## config.mk

```make
export PLATFORM = sky130hd
export DESIGN_NAME = operand_entry
export DESIGN_NICKNAME = d
export VERILOG_FILES = /design/src/rtl/entry_pkg.sv /design/src/rtl/sw_debounce.sv /design/src/rtl/operand_entry.sv
export SDC_FILE = /design/constraint.sdc
export NUM_CORES = 1
export LEC_CHECK = 0
export BUFFER_PORTS_ARGS = -buffer_cell sky130_fd_sc_hd__buf_2
export CORE_MARGIN = 2
export CORE_UTILIZATION = 53
export CTS_BUF_LIST = sky130_fd_sc_hd__clkbuf_16
export DETAILED_ROUTE_END_ITERATION = 6
export GPL_TIMING_DRIVEN = 0
export PLACE_DENSITY = 0.76
export SYNTH_ARGS = -nofsm -noshare
export SYNTH_HDL_FRONTEND = slang
export SYNTH_SLANG_ARGS = --single-unit
```

## constraint.sdc

```tcl
create_clock -name CLOCK_50 -period 3.1 [get_ports CLOCK_50]
set_input_delay 0.155 -clock CLOCK_50 [delete_from_list [all_inputs] [get_ports CLOCK_50]]
set_output_delay 0.155 -clock CLOCK_50 [all_outputs]
set_load 0.005 [all_outputs]
```

## src/rtl/entry_pkg.sv

```systemverilog
// Shared types and constants for the switch-driven operand loader.
// Provides the loader state enum, a constant-friendly clog2 and the default debounce window.
package entry_pkg;

    typedef enum logic [1:0] {
        LOAD = 2'd0,
        FULL = 2'd1,
        CTRL = 2'd2
    } state_e;

    localparam int DEF_CNT_MAX = 500_000;

    function automatic int clog2(input int value);
        int r;
        r = 0;
        for (int i = 0; i < 31; i++) begin
            if ((32'sd1 <<< i) < value) begin
                r = i + 1;
            end else begin
                r = r;
            end
        end
        return r;
    endfunction

endpackage

```

## src/rtl/sw_debounce.sv

```systemverilog
// Switch conditioner: two-flop synchroniser, stability counter and level edge pulses.
// The level only follows the synchronised input after it has been steady for CNT_MAX clocks.
module sw_debounce
    import entry_pkg::*;
#(
    parameter int CNT_MAX = DEF_CNT_MAX,
    parameter int CNT_W   = 20
) (
    input  logic clk,
    input  logic rst,
    input  logic raw,
    output logic level,
    output logic rise,
    output logic fall
);

    localparam logic [CNT_W-1:0] CNT_LAST = CNT_W'(CNT_MAX - 1);

    logic             sync1_q, sync1_d;
    logic             sync2_q, sync2_d;
    logic             level_q, level_d;
    logic             level_prev_q, level_prev_d;
    logic [CNT_W-1:0] cnt_q, cnt_d;

    // Next-state for synchroniser, stability counter and debounced level.
    always_comb begin
        sync1_d      = raw;
        sync2_d      = sync1_q;
        level_prev_d = level_q;
        level_d      = level_q;
        cnt_d        = cnt_q;
        if (sync2_q == level_q) begin
            cnt_d = '0;
        end else if (cnt_q == CNT_LAST) begin
            level_d = sync2_q;
            cnt_d   = '0;
        end else begin
            cnt_d = cnt_q + CNT_W'(1);
        end
    end

    // Debounce state registers.
    always_ff @(posedge clk or posedge rst) begin
        if (rst) begin
            sync1_q      <= 1'b0;
            sync2_q      <= 1'b0;
            level_q      <= 1'b0;
            level_prev_q <= 1'b0;
            cnt_q        <= '0;
        end else begin
            sync1_q      <= sync1_d;
            sync2_q      <= sync2_d;
            level_q      <= level_d;
            level_prev_q <= level_prev_d;
            cnt_q        <= cnt_d;
        end
    end

    assign level = level_q;
    assign rise  = level_q & ~level_prev_q;
    assign fall  = ~level_q & level_prev_q;

endmodule

```

## src/rtl/operand_entry.sv

```systemverilog
// Switch-driven operand loader: commits CHUNK-bit slices into NOPS operands with undo and FULL.
// Optional CLEAR_ON_ENTER_EN zeroes all operands when leaving CTRL back into LOAD.
module operand_entry
    import entry_pkg::*;
#(
    parameter int OPW     = 16,
    parameter int CHUNK   = 8,
    parameter int NOPS    = 2,
    parameter int CNT_MAX = DEF_CNT_MAX,
    parameter int CNT_W   = 20,
    localparam int CHUNKS = OPW / CHUNK,
    localparam int PHASES = NOPS * CHUNKS,
    localparam int PW     = (clog2(PHASES) < 1) ? 1 : clog2(PHASES)
) (
    input  logic                CLOCK_50,
    input  logic                rst,
    input  logic                mode_raw,
    input  logic                commit_raw,
    input  logic                undo_raw,
    input  logic [CHUNK-1:0]    data_in,
    output logic [NOPS*OPW-1:0] operands,
    output logic [PW-1:0]       phase,
    output logic [PHASES-1:0]   phase_oh,
    output logic                mode_ctrl,
    output logic                full,
    output logic                load_done
);

    localparam logic [PW-1:0] PH_LAST = PW'(PHASES - 1);

    logic mode_rise_s, mode_fall_s, commit_rise_s, undo_rise_s;
    logic commit_fall_s, undo_fall_s, commit_lvl_s, undo_lvl_s;
    logic unused_sw_s;

    sw_debounce #(.CNT_MAX(CNT_MAX), .CNT_W(CNT_W)) u_mode_db (
        .clk(CLOCK_50), .rst(rst), .raw(mode_raw),
        .level(mode_ctrl), .rise(mode_rise_s), .fall(mode_fall_s)
    );
    sw_debounce #(.CNT_MAX(CNT_MAX), .CNT_W(CNT_W)) u_commit_db (
        .clk(CLOCK_50), .rst(rst), .raw(commit_raw),
        .level(commit_lvl_s), .rise(commit_rise_s), .fall(commit_fall_s)
    );
    sw_debounce #(.CNT_MAX(CNT_MAX), .CNT_W(CNT_W)) u_undo_db (
        .clk(CLOCK_50), .rst(rst), .raw(undo_raw),
        .level(undo_lvl_s), .rise(undo_rise_s), .fall(undo_fall_s)
    );

    assign unused_sw_s = commit_fall_s ^ undo_fall_s ^ commit_lvl_s ^ undo_lvl_s;

    logic commit_p_s, undo_p_s;
    assign commit_p_s = commit_rise_s & ~mode_ctrl;
    assign undo_p_s   = undo_rise_s & ~mode_ctrl;

    state_e               state_q, state_d;
    logic [PW-1:0]        phase_q, phase_d;
    logic [NOPS*OPW-1:0]  operands_q, operands_d;
    logic                 load_done_q, load_done_d;

    // Loader FSM: mode edges take priority, commit and undo together cancel each other.
    always_comb begin
        state_d     = state_q;
        phase_d     = phase_q;
        operands_d  = operands_q;
        load_done_d = 1'b0;
        if (mode_rise_s) begin
            state_d = CTRL;
        end else begin
            case (state_q)
                CTRL: begin
                    if (mode_fall_s) begin
                        state_d = LOAD;
                        phase_d = '0;
`ifdef CLEAR_ON_ENTER_EN
                        operands_d = '0;
`else
                        operands_d = operands_q;
`endif
                    end else begin
                        state_d = CTRL;
                    end
                end
                LOAD: begin
                    if (commit_p_s && !undo_p_s) begin
                        operands_d[int'(phase_q)*CHUNK +: CHUNK] = data_in;
                        if (phase_q == PH_LAST) begin
                            state_d     = FULL;
                            load_done_d = 1'b1;
                        end else begin
                            phase_d = phase_q + PW'(1);
                        end
                    end else if (undo_p_s && !commit_p_s && (phase_q != '0)) begin
                        phase_d = phase_q - PW'(1);
                    end else begin
                        state_d = LOAD;
                    end
                end
                FULL: begin
                    if (undo_p_s && !commit_p_s) begin
                        state_d = LOAD;
                        phase_d = PH_LAST;
                    end else begin
                        state_d = FULL;
                    end
                end
                default: begin
                    state_d = LOAD;
                    phase_d = '0;
                end
            endcase
        end
    end

    // Loader state, phase, operand array and completion strobe.
    always_ff @(posedge CLOCK_50 or posedge rst) begin
        if (rst) begin
            state_q     <= LOAD;
            phase_q     <= '0;
            operands_q  <= '0;
            load_done_q <= 1'b0;
        end else begin
            state_q     <= state_d;
            phase_q     <= phase_d;
            operands_q  <= operands_d;
            load_done_q <= load_done_d;
        end
    end

    // LED decode: phase 0 lights the MSB.
    always_comb begin
        phase_oh = '0;
        for (int i = 0; i < PHASES; i++) begin
            phase_oh[PHASES-1-i] = (int'(phase_q) == i);
        end
    end

    assign operands  = operands_q;
    assign phase     = phase_q;
    assign full      = (state_q == FULL);
    assign load_done = load_done_q;

endmodule

```

==> summary.md <==
| Metric | Value |
|---|---|
| Post-Syn Area | 0.00499 mm2 |
| Mean Syn Cell Area | 9.86 um2 |
| Final nets | 598 |
| Distinct cell type count after synthesis | 42 |
| Number of global-route vias before repair | 3523 |
| Max cap viols | 0 |
| Max Fanout on Critical Path | 8 |
| GRT Total Usage | 20.2% |
| Worst slack at placement | 0.855 ns |
| TritonCTS buffer count | 9 |
| Max Used Layer | met4 |
| R2r startpoint | phase[0] |
| Ports | 54 |
| Power Total | 2.61 mW |
| Area Growth Syn to Fin | 15.1% |
| Metal3 WL | 484 um |
| Status | complete, no violations |
| RR Endpoint | operands[9] |
| Switching portion of total power | 22.9% |
| Mapped Cells | 506 |
| Syn_nets | 529 |
| Hold depth | 3 |
| CTS Sinks | 109 |
| Grt ovf | 0 |
| Crit share post-route | 74.2% |
| Port bufs | 53 |
| Die extent in x | 101 um |
| Most frequent cells in the layout | 109 x dfrtp_1, 91 x nand2_1, 74 x nor2_1 |
| Final WS setup | 0.801 ns |
| Top cell type's share of synthesized area | 54.7% |
| Worst-path clk slew | 0.07 ns |
| Pint | 2.01 mW |
| Crit path kind | reg -> reg |
| Post-route cell area | 0.00574 mm2 |
| CP required | 3.37 ns |
| Vias/cell | 5.35 |
| Slew @ Worst Pin | 0.926 ns |
| Slew HR | 38.1% |
| RSZ-0062 raised after global routing | no |
| R2R cell count | 6 |
| DR iter-0 viols | 144 |
| Placed wire-length estimate | 6.68 mm |
| Post-route ant nets | 0 |
| Initial Utilization | 54.2% |
| Yosys top cell by area | dfrtp_1 |
| Final min period | 2.30 ns |
| Leak Pwr | 2.57 nW |
| Crit end category | flop |
| Gpl congestion | 0.817 |
| Hold Vio Cnt, Final | 0 |
| DR pass1 iterations | 5 |
| Yosys warns | 0 |
| Share of layout cells above drive strength 1 | 15.7% |
| Clock power frac | 41.2% |
| Slew Viols, Final | 0 |
| Detailed Route WL | 9.60 mm |
| EDFF count, synth | 0 |
| Metal1 wirelength | 4.47 mm |
| Final Util | 62.4% |
| Placed Area | 0.00542 mm2 |
| Max Fclk | 435 MHz |
| Critical path arrival | 2.57 ns |
| Yosys reg bits | 109 |
| Final setup fails | 0 |
| Post_cts resized | 0 |
| FILL cells | 772 |
| Clock skew | 0.00837 ns |
| Largest net degree at the start of global routing | 63 |
| Initial antenna violation count | 0 |
| First-pass GRT wire length | 16.3 mm |
| WL/cell | 13.9 um |
| TritonCTS clock tree | done |
| Final Instance Count excl. Fillers | 691 |
| Comb power frac | 3.4% |
| Critical Path Source | phase[0] |
| Post-CTS Setup Inserts | 0 |
| Inst Count DP | 671 |
| Synth top area cells | dfrtp_1 55%, nand2_1 6.8%, xnor2_1 5.6% |
| Total number of vias | 3699 |
| HP Class | in -> reg |
| Met2 WL | 4.50 mm |
| Flop-to-flop setup slack | 0.80 ns |
| Root cell of the clock tree | clkbuf_16 |
| Critical Path Sink | operands[9] |
| Sw power | 0.597 mW |
| DRC | 0 |
| Die area | 0.0102 mm2 |
| Ant. Diodes | 0 |
| Std-Cell Rows | 35 |
| Register area share after synthesis | 54.7% |
| H-tree depth | 3 |
| Most common cell after layout, fill and taps aside | dfrtp_1 |
| Die H | 101 um |
| Startpoint types | flop |
| PD cells | 455 mW/mm2 |
| Sequential share of power | 55.4% |
| Peak VDD IR | 285 uV |
| Clk Latency, worst-skew pair | 0.35 ns |
| Core Box Area | 0.00920 mm2 |
| FFs w/ async S/R, synth | 100% |
| CTS Buffer Depth | 2 |
| Ys flop type | dfrtp_1 |
==> per-layer routing <==
layer / vias to the layer above / global-route usage [%]
met1: 1772 / 27.2
met5: - / 0
li1: 1825 / -
met4: 0 / 8.32
met2: 90 / 32.2
met3: 12 / 4.16
==> worst min-delay path by stage <==
stage | from | to | slack, ns
3_3_place_gp | undo_raw | u_undo_db.sync1_q | 0.26
3_5_place_dp | mode_raw | u_mode_db.sync1_q | 0.26
2_1_floorplan | commit_raw | u_commit_db.sync1_q | 0.19
5_1_grt | data_in[1] | operands[1] | 0.09
4_1_cts | data_in[4] | operands[4] | 0.08
6_report | data_in[4] | operands[4] | 0.09
==> area by class of cell <==
type                       instances  area (um2)  share of cell area [%]
sequential                       109        2730                    47.5
multi-input combinational        368        2130                    37.1
timing repair buffer              58         333                    5.80
clock buffer                       9         225                    3.92
tap                              111         139                    2.42
inverter                          17        66.3                    1.16
buffer                            12        65.1                    1.13
clock inverter                     7        53.8                   0.937
==> critical path, stage by stage (launching register included) <==
cell and delay, ns:
dfrtp_1 0.43, buf_2 0.22, inv_1 0.13, ha_1 0.34, nor3b_1 0.79, nand2_1 0.12, o21ai_0 0.19
==> through the flow <==
stage / hold slack [ns] / setup TNS [ns]
after detailed placement: 0.265 / 0
after floorplan: 0.186 / 0
after global routing: 0.0941 / 0
after CTS: 0.0759 / 0
after global placement: 0.264 / -119.70
final: 0.0881 / 0
==> Yosys cell counts (2+ instances only) <==
master      n
nand4_1    15
and4_1      7
dfrtp_1   109
buf_2       7
nor2_1     74
inv_1      17
nand2b_1    2
o21ai_0    36
mux2_2      2
nor3_1     13
nor3b_1     3
xnor2_1    32
a21oi_1     2
and2_1      2
and3_1      5
ha_1       10
xor2_1     26
nor4_2      2
nand2_1    91
nor4_1      5
clkbuf_1    3
nand3_1    18
or2_2       3
or3_1       3
nor4b_1     2
==> cell families after synthesis <==
group / count (synthesis) / synth area share, %
muxes: 3 / 0.652
DFF: 109 / 54.7
AOI/OAI and AO/OA: 44 / 5.14
xor gates and xnor gates: 58 / 10.2
and+or+nand+nor: 252 / 24.0
buffers and inverters: 29 / 2.58
adders and majority gates: 11 / 2.71
==> flip-flops by register name (all words and copies together) (netlist names), 2 cells and up <==
signal / flops
u_undo_db.cnt_q: 20
phase: 2
u_mode_db.cnt_q: 20
state_q: 2
operands: 32
u_commit_db.cnt_q: 20
==> repair_timing <==
| item | CTS | global route |
|---|---|---|
| hold endpoints to repair | 50 | 0 |
| hold buffers | 4 | 0 |
| setup endpoints to repair | 0 | 0 |
==> power by group through the flow <==
| stage | Clock (mW) | Combinational [mW] | Sequential (mW) |
|---|---|---|---|
| detailed placement | 0 | 0.0878 | 1.47 |
| finish | 1.08 | 0.0898 | 1.45 |
| global route | 1.16 | 0.103 | 1.45 |
| CTS | 1.10 | 0.0924 | 1.45 |
| global placement | 0 | 0.0804 | 1.47 |
| floorplan | 0 | 0.0536 | 1.47 |
Note: power is estimated with default switching activity, not from simulation.
